<file path="src/rtl/cart_mbc1_ctrl.sv">
// cart_mbc1_ctrl: MBC1-style bank controller between the Game Boy CPU bus
// and a 256 KB cartridge ROM built from four 64 KB synchronous macros.
// CPU writes to 0x0000-0x7FFF program the bank and mode registers. CPU reads
// become an 18-bit ROM address, and the data returns through a fully
// pipelined path that always takes two cycles.
// Define CART_RAM_EN to add 32 KB of banked cartridge RAM at 0xA000-0xBFFF.
// Without it that window reads UNMAPPED_DATA, and the ram_en register still
// works.

module cart_mbc1_ctrl #(
   parameter int         ROM_BANK_BITS = 4,
   parameter logic [7:0] UNMAPPED_DATA = 8'hFF
) (
   input  logic        clk,
   input  logic        rst,
   input  logic [15:0] cpu_addr,
   input  logic [7:0]  cpu_din,
   input  logic        cpu_wr,
   input  logic        cpu_rd,
   output logic [7:0]  cpu_dout,
   output logic        cpu_dvalid,
   output logic [17:0] rom_addr,
   input  logic [7:0]  rom_q,
   output logic [4:0]  rom_bank,
   output logic        ram_en,
   output logic        bank_mode
);

   // Where the data for a read comes from. This travels down the pipeline
   // alongside the valid bit.
   typedef enum logic [1:0] {
      SRC_NONE = 2'd0,
      SRC_ROM  = 2'd1,
      SRC_RAM  = 2'd2
   } src_e;

   // Bank numbers are 7 bits wide ({bank_hi, bank_lo}). Only ROM_BANK_BITS of
   // them select real ROM. The rest alias, as on a small MBC1 cartridge.
   localparam int         BANK_MASK_INT = (1 << ROM_BANK_BITS) - 1;
   localparam logic [6:0] BANK_MASK     = 7'(BANK_MASK_INT);

   logic [4:0]  bank_lo;
   logic [1:0]  bank_hi;

   logic        is_rom_win;
   logic        is_ram_win;
   logic        reg_wr;
   logic        rd_accept;

   logic [6:0]  switch_bank;
   logic [6:0]  fixed_bank;
   logic [6:0]  switch_bank_m;
   logic [6:0]  fixed_bank_m;
   logic [20:0] rom_addr_full;

   src_e        rd_src;
   logic        s1_valid;
   src_e        s1_src;
   logic        s2_valid;
   src_e        s2_src;
   logic [7:0]  ram_q;

   // ------------------------------------------------------------------
   // Address decode
   // ------------------------------------------------------------------
   assign is_rom_win = ~cpu_addr[15];
   assign is_ram_win = (cpu_addr[15:13] == 3'b101);
   assign reg_wr     = cpu_wr & is_rom_win;
   // When a read and a write arrive together, the write wins and the read
   // never enters the pipeline.
   assign rd_accept  = cpu_rd & ~cpu_wr;

   // ------------------------------------------------------------------
   // Bank arithmetic
   // ------------------------------------------------------------------
   assign switch_bank   = {bank_hi, bank_lo};
   assign fixed_bank    = bank_mode ? {bank_hi, 5'b0_0000} : 7'd0;
   assign switch_bank_m = switch_bank & BANK_MASK;
   assign fixed_bank_m  = fixed_bank & BANK_MASK;
   assign rom_bank      = switch_bank[4:0];

   // The upper 16 KB window uses the switchable bank. The lower window uses
   // the fixed bank.
   assign rom_addr_full = {(cpu_addr[14] ? switch_bank_m : fixed_bank_m),
                           cpu_addr[13:0]};

   // Register writes: RAM enable, bank low, bank high and mode.
   // NOTE: clocked blocks use non-blocking (<=) so every register sees
   // pre-edge values and the update order inside the block does not matter.
   always_ff @(posedge clk or posedge rst) begin
      if (rst) begin
         bank_lo   <= 5'd1;
         bank_hi   <= 2'd0;
         bank_mode <= 1'b0;
         ram_en    <= 1'b0;
      end else if (reg_wr) begin
         case (cpu_addr[14:13])
            2'd0: ram_en    <= (cpu_din[3:0] == 4'hA);
            2'd1: bank_lo   <= (cpu_din[4:0] == 5'd0) ? 5'd1 : cpu_din[4:0];
            2'd2: bank_hi   <= cpu_din[1:0];
            default: bank_mode <= cpu_din[0];
         endcase
      end
   end

   // Classify the incoming read by the window it targets.
   // NOTE: always_comb assigns a default first so every path drives the
   // output, which keeps synthesis from inferring a latch.
   always_comb begin
      rd_src = SRC_NONE;
      if (is_rom_win) begin
         rd_src = SRC_ROM;
      end
`ifdef CART_RAM_EN
      else if (is_ram_win && ram_en) begin
         rd_src = SRC_RAM;
      end
`endif
   end

   // Stage 1: capture the ROM address and the read source. rom_addr changes
   // only on ROM reads, so the macro address stays stable otherwise.
   always_ff @(posedge clk or posedge rst) begin
      if (rst) begin
         s1_valid <= 1'b0;
         s1_src   <= SRC_NONE;
         rom_addr <= 18'd0;
      end else begin
         s1_valid <= rd_accept;
         if (rd_accept) begin
            s1_src <= rd_src;
         end
         if (rd_accept && is_rom_win) begin
            rom_addr <= rom_addr_full[17:0];
         end
      end
   end

   // Stage 2: line up valid and source with the data the memory returns.
   always_ff @(posedge clk or posedge rst) begin
      if (rst) begin
         s2_valid <= 1'b0;
         s2_src   <= SRC_NONE;
      end else begin
         s2_valid <= s1_valid;
         s2_src   <= s1_src;
      end
   end

`ifdef CART_RAM_EN
   // ------------------------------------------------------------------
   // Banked cartridge RAM: 4 x 8 KB. The bank comes from bank_hi only in
   // mode 1.
   // ------------------------------------------------------------------
   logic [7:0]  ram_mem [0:32767];
   logic [1:0]  ram_bank;
   logic [14:0] ram_addr;
   logic [14:0] ram_rd_addr;
   logic        unused_bits;

   assign ram_bank = bank_mode ? bank_hi : 2'd0;
   assign ram_addr = {ram_bank, cpu_addr[12:0]};

   // RAM write port, then a registered read that mirrors the ROM macro.
   // NOTE: the array and its read register have no reset. Clearing a RAM
   // array would prevent it from mapping onto block memory.
   always_ff @(posedge clk) begin
      if (cpu_wr && is_ram_win && ram_en) begin
         ram_mem[ram_addr] <= cpu_din;
      end
      if (rd_accept && is_ram_win) begin
         ram_rd_addr <= ram_addr;
      end
      ram_q <= ram_mem[ram_rd_addr];
   end

   // These bits are intentionally left unconsumed: the address bits above
   // the 18-bit ROM space.
   assign unused_bits = ^{rom_addr_full[20:18]};
`else
   logic unused_bits;

   // Without cartridge RAM the window has no storage and always reads as
   // unmapped.
   assign ram_q       = UNMAPPED_DATA;
   // These bits are intentionally left unconsumed in this build: the address
   // bits above the ROM space, the data bits no register stores, and the RAM
   // window decode.
   assign unused_bits = ^{rom_addr_full[20:18], cpu_din[7:5], is_ram_win};
`endif

   // Output mux: the read result appears during the cycle after stage 2 loads.
   always_comb begin
      cpu_dout = UNMAPPED_DATA;
      if (s2_valid) begin
         case (s2_src)
            SRC_ROM: cpu_dout = rom_q;
            SRC_RAM: cpu_dout = ram_q;
            default: cpu_dout = UNMAPPED_DATA;
         endcase
      end
   end

   assign cpu_dvalid = s2_valid;

endmodule

</file>
<file path="config.mk">
export PLATFORM = sky130hd
export DESIGN_NAME = cart_mbc1_ctrl
export DESIGN_NICKNAME = d
export VERILOG_FILES = /design/src/rtl/cart_mbc1_ctrl.sv
export SDC_FILE = /design/constraint.sdc
export NUM_CORES = 1
export LEC_CHECK = 0
export CORE_ASPECT_RATIO = 2
export CORE_MARGIN = 2
export CORE_UTILIZATION = 40
export CTS_CLUSTER_DIAMETER = 200
export CTS_CLUSTER_SIZE = 28
export DETAILED_ROUTE_END_ITERATION = 7
export PLACE_DENSITY = 0.85
export SYNTH_ARGS = -nofsm -noshare
export SYNTH_HDL_FRONTEND = slang
export SYNTH_SLANG_ARGS = --single-unit
</file>
<file path="constraint.sdc">
create_clock -name clk -period 1.25 [get_ports clk]
set_clock_uncertainty 0.1 [all_clocks]
set_input_delay 0.1875 -clock clk [delete_from_list [all_inputs] [get_ports clk]]
set_output_delay 0.1875 -clock clk [all_outputs]
set_load 0.05 [all_outputs]
</file>
==> flow_summary.toml, run 1 <==
[final_layout]
stdcell_area_sq_um = 2557
layout-drive-gt1-share_pct = 54.07
area_growth_pct = 107.7
n_antenna_cell = 0
finalNetCount = 207
utilization_pct = 86.90

[global_route]
grt_use_total_pct = 23.88
grt_pass1_vias = 1189
antenna_found_initial = 0
grt_pass1_wl_um = 6030
grt_max_degree = 30
grt_overflow = 0

[power_and_ir_drop]
p_total_mw = 4.239
combPwrFrac_pct = 41.5
power_density_nw_per_um2 = 1658
leakage_nw = 1.204
peakVddDrop_uv = 1703
seq_power_share_pct = 31.1
clock_power_share_pct = 27.5
power_switching_mw = 1.426
sw_frac_of_total_pct = 33.65
p_int_mw = 2.813

[route]
dr.pass1.iters = 4
viasPerCell = 5.322
finalWirelength_um = 4332
initialDrtViolationCount = 46
wl_per_cell_um = 21.45
num_vias = 1075
drc = 0
drtAntennaViolNets = 0

[critical_path]
required_ns = 0.96
start_kind = "flip-flop"
path_class = "reg2out"
cp-end-kind = "output port"
rrSetupSlack_ns = 0.11
cp_data_arrival_time_ns = 1.14
worstPathMaxFanout = 8

[sta]
finalCritPeriodShare_pct = 114.3
rsz0062_at_grt = "yes"
period_minus_slack_ns = 1.429
tns_ns = -1.534
finalMaxSlewViolations = 0
hold_viol = 0
worstMarginPinSlew_ns = 0.2841
setup_violations = 10
fmax_mhz = 699.8
worst_slack_ns = -0.1790
max_slew_margin_pct = 80.90

[clocking]
holdBufCountCts = 0
cts_buffers = 5
htreeDepth = 2
cts_root_buf = "clkbuf_8"
cts_tree = "built"
cts_buffer_depth = 2
cts.sinks = 29
clk_pin_slew_ns = 0.06
insertion_delay_ns = 0.29

[run]
drv_cap = 0

[floorplanning]
die_h_um = 82.46
core_sq_um = 2943
rows = 28
dieArea_sq_um = 3565
die_width_um = 43.23
initial_utilization_pct = 41.84
io_pins = 70

[synthesis]
yosysWarnings = 0
ys_seq_area_share_pct = 59.04
syn-cell-area_sq_um = 1231
syn_inst = 88
synth-seq-cells = 29
synth_nets = 124
syn_area_per_cell_sq_um = 13.99
ys_types = 20

[placement]
place_ws_ns = -0.5433
place_congestion = 0.7300
dp_hpwl_um = 2730
portBuffers = 66
dpl_cell_area_sq_um = 2345

[outcome]
status = "finished, violations left"
violations = "setup timing"

[hold_path]
hold_class = "in2reg"
[power groups by stage]
| stage | Sequential [mW] | Clock (mW) | Combinational [mW] |
|---|---|---|---|
| after detailed placement | 1.32 | 0 | 1.70 |
| after CTS | 1.31 | 1.18 | 1.74 |
| final | 1.32 | 1.16 | 1.76 |
| after global routing | 1.33 | 1.21 | 1.81 |
| after floorplan | 1.77 | 0 | 0.272 |
| after global placement | 1.31 | 0 | 1.67 |
[kinds of logic (layout without fill, tap and decap cells)]
| kind of cell | Yosys count | in the layout | synth area share [%] |
|---|---|---|---|
| compound gates | 7 | 7 | 2.845 |
| buf+inv | 6 | 90 | 4.370 |
| flops | 29 | 29 | 59.04 |
| mux | 19 | 19 | 20.73 |
| simple gates | 27 | 27 | 13.01 |
[placed cells by master, fill, tap and decap left out, types with 2 or more instances in the layout]
| cell type | synthesis | layout |
|---|---|---|
| bufinv_16 | 0 | 2 |
| o21ai_0 | 6 | 5 |
| buf_4 | 0 | 9 |
| dfrtp_1 | 28 | 27 |
| inv_1 | 2 | 2 |
| or2_4 | 0 | 8 |
| buf_16 | 0 | 2 |
| mux2_4 | 11 | 11 |
| nand2_1 | 10 | 9 |
| buf_12 | 1 | 36 |
| nor2_1 | 2 | 2 |
| mux2_2 | 8 | 8 |
| clkdlybuf4s50_1 | 0 | 26 |
| buf_2 | 0 | 2 |
| dlygate4sd2_1 | 0 | 2 |
| clkbuf_8 | 0 | 5 |
[final cells by class]
cell class,count,area [sq um]
timing repair buffer,80,1160
sequential,29,728.2
multi-input combinational,53,490.5
fill,136,385.4
clock buffer,5,68.82
clock inverter,3,65.06
tap,30,37.54
inverter,2,7.507
[worst max-delay path, stage by stage (launching register included)]
cell and delay, ns:
dfrtp_2 0.38, nand2_4 0.08, or2_4 0.25, buf_12 0.15
[synth_stat cells, drive strengths merged]
cell / count / share of area [%]
dfrtp: 28 / 57
mux2: 19 / 21
nand2: 10 / 3.0
or2: 8 / 4.1
o21ai: 6 / 2.4
buf: 3 / 3.5
inv: 2 / 0.61
nor2: 2 / 0.61
a21oi: 1 / 0.41
and2b: 1 / 0.61
and4bb: 1 / 1.0
clkbuf: 1 / 0.30
dfstp: 1 / 2.1
nand4b: 1 / 0.71
nor4: 1 / 0.51
or3b: 1 / 0.71
or4b: 1 / 0.81
or4bb: 1 / 0.91
[sequential cells by signal, summed over array words and instances, names as in the netlist]
signal      cells
s1_src          1
cpu_dvalid      1
s2_src          1
rom_bank        5
ram_en          1
bank_mode       1
rom_addr       18
s1_valid        1
[routing by layer]
metal / part of all wire (%) / GRT usage, % / vias up
li1: - / - / 467
met1: 33 / 21.89 / 543
met2: 56 / 45.52 / 57
met3: 8.7 / 9.130 / 8
met4: 2.2 / 9.091 / 0
met5: 0 / 0 / -
[timing repair]
| item | 4_1_cts | 5_1_grt |
|---|---|---|
| gates resized for setup | 15 | 6 |
| buffers inserted | 2 | 1 |
| gates cloned | 2 | 0 |
| setup endpoints to repair | 32 | 26 |
| pin swaps | 3 | 4 |
[path summary, 6_finish.rpt]
check                                        startpoint                  endpoint  depth (start not counted)
min in group asynchronous                           rst   rom_addr[7]$_DFFE_PP0P_                          3
worst max-delay path               cpu_dvalid$_DFF_PP0_               cpu_dout[5]                          3
worst max register to register  rom_bank[0]$_DFFE_PP1P_  rom_addr[14]$_DFFE_PP0P_                          3
worst min-delay path                             cpu_rd        s1_valid$_DFF_PP0_                          2
worst min register to register       s1_valid$_DFF_PP0_      cpu_dvalid$_DFF_PP0_                          0
max in group asynchronous                           rst   rom_bank[0]$_DFFE_PP1P_                          3
[metrics by stage]
stage / std cells / hold WS, ns
after floorplan: 88 / 0.1648
final: 202 / 0.06887
after detailed placement: 189 / 0.2471
after CTS: 201 / 0.1394
after global placement: 189 / 0.2327
after global routing: 202 / 0.09964
No activity file was read; power rests on OpenSTA's default activity.
==> inputs of run 2 (changes only) <==
--- a/config.mk
+++ b/config.mk
@@ -5,6 +5,7 @@
 export SDC_FILE = /design/constraint.sdc
 export NUM_CORES = 1
 export LEC_CHECK = 0
+export CAP_MARGIN = 20
 export CORE_ASPECT_RATIO = 2
 export CORE_MARGIN = 2
 export CORE_UTILIZATION = 40
==> results of run 2 <==
Final layout, timing and power as in run 1 (identical DEF).
